`src/rtl/reg_shift_sequencer_pkg.sv`:
```
// Shared types for the register-specified shift sequencer: shift-type codes,
// FSM state codes and the effective-shift-count rule.
package reg_shift_sequencer_pkg;

  localparam int REGISTER_LEN = 32;

  typedef enum logic [1:0] {
    LSL_SHIFT_STATE = 2'd0,
    LSR_SHIFT_STATE = 2'd1,
    ASR_SHIFT_STATE = 2'd2,
    ROR_SHIFT_STATE = 2'd3
  } shift_type_e;

  typedef enum logic [1:0] {
    RSS_IDLE  = 2'd0,
    RSS_SHIFT = 2'd1,
    RSS_DONE  = 2'd2
  } rss_state_e;

  // Steps needed for amount a. LSL/LSR go one past the word so the carry
  // clears; ROR reduces mod 32, with a nonzero multiple of 32 taking no steps.
  function automatic logic [5:0] eff_count(input logic [7:0] a, input shift_type_e t);
    logic [5:0] e;
    case (t)
      LSL_SHIFT_STATE, LSR_SHIFT_STATE: e = (a > 8'd33) ? 6'd33 : a[5:0];
      ASR_SHIFT_STATE:                  e = (a > 8'd32) ? 6'd32 : a[5:0];
      default:                          e = {1'b0, a[4:0]};
    endcase
    return e;
  endfunction

endpackage

```
`src/rtl/reg_shift_sequencer_step.sv`:
```
// One partial shift of k bits (k >= 1) with ARM semantics: returns the shifted
// value and the last bit shifted out.
module shift_step_unit
  import reg_shift_sequencer_pkg::*;
#(
  parameter int K_W = 3
) (
  input  logic [REGISTER_LEN-1:0] v_i,
  input  shift_type_e             type_i,
  input  logic [K_W-1:0]          k_i,
  output logic [REGISTER_LEN-1:0] v_o,
  output logic                    c_o
);

  logic [32:0]        lsl_w;
  logic [32:0]        lsr_w;
  logic signed [32:0] asr_w;
  logic [63:0]        ror_w;

  // Shifting through an extra bit captures the carry in the same operation.
  assign lsl_w = {1'b0, v_i} << k_i;
  assign lsr_w = {v_i, 1'b0} >> k_i;
  assign asr_w = $signed({v_i, 1'b0}) >>> k_i;
  assign ror_w = {v_i, v_i} >> k_i;

  always_comb begin
    v_o = v_i;
    c_o = 1'b0;
    case (type_i)
      LSL_SHIFT_STATE: begin v_o = lsl_w[31:0];  c_o = lsl_w[32]; end
      LSR_SHIFT_STATE: begin v_o = lsr_w[32:1];  c_o = lsr_w[0];  end
      ASR_SHIFT_STATE: begin v_o = asr_w[32:1];  c_o = asr_w[0];  end
      default:         begin v_o = ror_w[31:0];  c_o = ror_w[31]; end
    endcase
  end

endmodule

```
`src/rtl/reg_shift_sequencer.sv`:
```
// Multi-cycle shifter for register-specified shift amounts; shifts Rm up to
// STEP bits per cycle and stalls the pipeline until val2/carry are ready.
module reg_shift_sequencer
  import reg_shift_sequencer_pkg::*;
#(
  parameter int STEP = 4
) (
  input  logic                    clk,
  input  logic                    rst,
  input  logic                    start,
  input  logic                    flush,
  input  logic [REGISTER_LEN-1:0] Rm,
  input  logic [REGISTER_LEN-1:0] Rs,
  input  logic [1:0]              shift_type,
  input  logic                    carry_in,
  output logic                    busy,
  output logic                    stall,
  output logic                    done,
  output logic [REGISTER_LEN-1:0] val2_out,
  output logic                    carry_out
);

  localparam int K_W = $clog2(STEP) + 1;

  rss_state_e              state_q, state_d;
  shift_type_e             type_q, type_d;
  logic [5:0]              rem_q, rem_d;
  logic [REGISTER_LEN-1:0] val_q, val_d;
  logic [REGISTER_LEN-1:0] val2_q, val2_d;
  logic                    carry_q, carry_d;

  logic [7:0]              amt;
  logic [5:0]              eff;
  logic [K_W-1:0]          k;
  logic                    last_step;
  logic [REGISTER_LEN-1:0] step_v;
  logic                    step_c;

  assign amt       = Rs[7:0];
  assign eff       = eff_count(amt, shift_type_e'(shift_type));
  assign last_step = (rem_q <= 6'(STEP));
  assign k         = last_step ? rem_q[K_W-1:0] : K_W'(STEP);

  shift_step_unit #(.K_W(K_W)) u_step (
    .v_i    (val_q),
    .type_i (type_q),
    .k_i    (k),
    .v_o    (step_v),
    .c_o    (step_c)
  );

  always_comb begin
    state_d = state_q;
    type_d  = type_q;
    rem_d   = rem_q;
    val_d   = val_q;
    val2_d  = val2_q;
    carry_d = carry_q;
    stall   = 1'b0;
    case (state_q)
      RSS_IDLE: begin
        stall = start && (eff != 6'd0);
        if (start && !flush) begin
          val_d  = Rm;
          type_d = shift_type_e'(shift_type);
          rem_d  = eff;
          if (eff != 6'd0) begin
            state_d = RSS_SHIFT;
          end else begin
            // Zero amount passes carry_in; a nonzero multiple-of-32 rotate gives Rm[31].
            state_d = RSS_DONE;
            val2_d  = Rm;
            carry_d = (amt == 8'd0) ? carry_in : Rm[31];
          end
        end
      end
      RSS_SHIFT: begin
        stall = 1'b1;
        val_d = step_v;
        rem_d = rem_q - 6'(k);
        if (last_step) begin
          state_d = RSS_DONE;
          val2_d  = step_v;
          carry_d = step_c;
        end
      end
      RSS_DONE: state_d = RSS_IDLE;
      default:  state_d = RSS_IDLE;
    endcase
    if (flush) begin
      state_d = RSS_IDLE;
      val2_d  = val2_q;
      carry_d = carry_q;
    end
  end

  always_ff @(posedge clk or posedge rst) begin
    if (rst) begin
      state_q <= RSS_IDLE;
      type_q  <= LSL_SHIFT_STATE;
      rem_q   <= '0;
      val_q   <= '0;
      val2_q  <= '0;
      carry_q <= 1'b0;
    end else begin
      state_q <= state_d;
      type_q  <= type_d;
      rem_q   <= rem_d;
      val_q   <= val_d;
      val2_q  <= val2_d;
      carry_q <= carry_d;
    end
  end

  assign busy      = (state_q != RSS_IDLE);
  assign done      = (state_q == RSS_DONE);
  assign val2_out  = val2_q;
  assign carry_out = carry_q;

endmodule
```
`config.mk`:
```
export PLATFORM = sky130hd
export DESIGN_NAME = reg_shift_sequencer
export DESIGN_NICKNAME = d
export VERILOG_FILES = /design/src/rtl/reg_shift_sequencer_pkg.sv /design/src/rtl/reg_shift_sequencer_step.sv /design/src/rtl/reg_shift_sequencer.sv
export SDC_FILE = /design/constraint.sdc
export NUM_CORES = 1
export LEC_CHECK = 0
export ABC_CLOCK_PERIOD_IN_PS = 3300
export CAP_MARGIN = 20
export CORE_ASPECT_RATIO = 2
export CORE_MARGIN = 2
export CORE_UTILIZATION = 28
export DETAILED_ROUTE_END_ITERATION = 12
export PLACE_DENSITY = 0.5
export REMOVE_ABC_BUFFERS = 1
export SETUP_SLACK_MARGIN = 0.3
export SLEW_MARGIN = 20
export SYNTH_ARGS = -nofsm -noshare
export SYNTH_HDL_FRONTEND = slang
export SYNTH_SLANG_ARGS = --single-unit
```
`constraint.sdc`:
```
create_clock -name clk -period 3.3 [get_ports clk]
set_input_delay 0.825 -clock clk [delete_from_list [all_inputs] [get_ports clk]]
set_output_delay 0.825 -clock clk [all_outputs]
set_load 0.03 [all_outputs]
```
==> flow_summary.yaml <==
final_layout:
  design_area_um2: 8275
  multi_input_area_um2: 4288
  drive_above_1_share_pct: 14.14
  nets: 1015
  fillers: 2436
  final_cell_mix: "nand2_1, o21ai_0, dfrtp_1, clkdlybuf4s50_1, a21oi_1"
  regArea_um2: 1878
  fin_cells: 1231
  synthToLayoutAreaGrowth_pct: 25.48
  final_common_cell: "nand2_1"
  antenna_cells: 0
global_routing:
  grt_overflow: 0
  grt_usage_pct: 23.09
  antenna_found_initial: 0
  grt_start_max_net_pins: 64
  first_global_vias: 7784
  grt_first_pass_wirelength_um: 45060
worst_hold_path:
  min_to: "val2_out[23]$_DFFE_PP0P_"
  hold_class: "flip-flop to flip-flop"
  whs_path_depth: 2
  holdCritStartpoint: "val2_out[23]$_DFFE_PP0P_"
die:
  fp.dieH_um: 221.0
  rows: 79
  start_util_pct: 28.39
  num_io_pins: 107
  dieArea_um2: 24870
  die_width_um: 112.5
  core-area_um2: 23230
routing:
  drtIter0Drc: 648
  ant_nets: 0
  routed_wl_um: 29110
  viasPerCell: 6.209
  num_vias: 7643
  drt_pass1_iterations: 6
  drc: 0
  wl_per_cell_um: 23.65
logic_synthesis:
  synth-edff-count: 0
  ys_seq_area_share_pct: 28.46
  yosysWarnings: 0
  synth_flop_cell: "dfrtp_1"
  synthArstFlopShare_pct: 100.0
  synth.avg_cell_area_um2: 7.503
  syn_area_um2: 6595
  ys_ff_latch: 75
  netlist_instances: 879
  synth_cell_type_count: 84
timing:
  setup_viol: 0
  worst_slack_ns: 0.2713
  hold_viol_final: 0
  rsz0062_at_grt: "yes"
  fin_skew_ns: 0.008333
  clock.fmax_mhz: 330.2
  slew_headroom_pct: 32.69
  holdWs_ns: 0.4799
  drv_slew: 0
  tightestPinTransition_ns: 1.006
  min_period_ns: 3.029
  fin_crit_sh_pct: 91.78
clocking:
  clock-sinks: 75
  cts_buffers: 9
  hold_buffers: 0
  htree_levels: 3
  cts.clk_slew.worst_paths_ns: 0.06
  clockBufferDepth: 2
  clk_root_buffer_cell: "clkbuf_16"
  clk_latency_ns: 0.37
  cts_tree: "done"
critical_path:
  r2r-end: "val2_out[31]$_DFFE_PP0P_"
  r2r_slack_ns: 0.46
  worst-setup-path-type: "input port to output pin"
  worstRegToRegCells: 7
  cp-start-kind: "input port"
  cp_data_arrival_time_ns: 2.20
  critPathMaxFanout: 2
  required_ns: 2.47
  startpoint: "Rs[4]"
  r2r_start: "rem_q[3]$_DFFE_PP0P_"
  cp-end-kind: "output pin"
placement:
  post-place-ws_ns: -0.5633
  gp_congestion: 0.9487
  port_buffers: 82
  placed_cells: 1210
  dpl_cell_area_um2: 7901
  dp.final_hpwl_um: 20190
run_status:
  status: "finished, final reports clean"
pwr:
  total_power_mw: 7.990
  cellPowerDensity_nw_per_um2: 965.5
  p_leak_nw: 3.129
  ir_worst_vdd_mv: 0.4115
flow_run:
  maxCapViolCount: 0
## how the worst max path moves through the flow
| stage | to | slack [ns] |
|---|---|---|
| final | stall | 0.27 |
| after global routing | stall | 0.24 |
| after CTS | stall | 0.24 |
| after detailed placement | stall | -0.56 |
| after global placement | stall | -0.54 |
| after floorplan | val_q[18]$_DFFE_PP0P_ | -0.81 |
## logic make-up after synthesis
family,Yosys count,share of synthesized area [%]
AOI/OAI and AO/OA,387,38.99
DFF,75,28.46
and+or+nand+nor,282,21.04
buffers and inverters,111,7.588
other,1,0.05686
muxes,22,3.680
adders and majority gates,1,0.1897
## routing by layer
layer  up-vias  wire [um]  GRT usage, %
li1       3462          -             -
met1      3704      10550         25.93
met2       378      15250         40.89
met3        99       1639         3.478
met4         0       1670         13.22
met5         -          0             0
## metrics by stage
step	util (%)	TNS, ns
after floorplan	-	-34.11
after global placement	34.02	-0.5441
after detailed placement	34.02	-0.5633
after CTS	35.45	0
after global routing	35.63	0
final	35.63	0
## worst max-delay path, cell delays in order
cell and delay [ns]:
buf_6 0.09, or4_4 0.53, or3_4 0.39, a21oi_4 0.17, nor2_2 0.06, buf_6 0.14
## cell usage after synthesis, drive strengths merged, types with 8 or more instances
cell | number | area share, %
nand2b | 10 | 0.95
nand3 | 27 | 2.0
o211ai | 14 | 1.6
and3 | 13 | 1.2
nor2 | 49 | 2.8
o21ai | 112 | 8.6
o221ai | 9 | 1.2
nand2 | 110 | 6.3
mux2 | 8 | 1.4
a21boi | 11 | 1.3
nor2b | 9 | 0.85
o311ai | 9 | 1.2
clkbuf | 56 | 3.2
buf | 43 | 3.7
a211oi | 26 | 3.0
a21oi | 75 | 5.7
a2111oi | 10 | 1.5
mux2i | 13 | 2.0
dfrtp | 75 | 28
nor3 | 21 | 1.8
inv | 11 | 0.63
a211o | 9 | 1.2
a31oi | 28 | 2.7
## power breakdown
group          internal, mW  switching (mW)  leakage [nW]
Combinational          1.85            3.02          2.07
Clock                 0.610           0.436         0.147
Sequential             1.34           0.731         0.909
Total                  3.80            4.19          3.13
## sequential cells by signal, indices dropped and copies added, names as in the netlist
register,count
val_q,32
val2_out,32
carry_out,1
state_q,2
rem_q,6
type_q,2
## layout make-up
type | instances | share of cell area (%)
multi-input cells | 694 | 51.81
repair buffers | 151 | 16.99
clock buffers | 11 | 2.933
clock inverters | 5 | 0.7257
well taps | 283 | 4.279
flip-flops and latches | 75 | 22.69
inverters | 12 | 0.5594
## timing repair
action | 4_1_cts | 5_1_grt
pin swaps | 5 | 4
setup buffers | 3 | 1
gates resized for setup | 28 | 7
endpoints found under the setup margin | 1 | 6
cloned | 0 | 1
(Power assumes the default switching activity.)
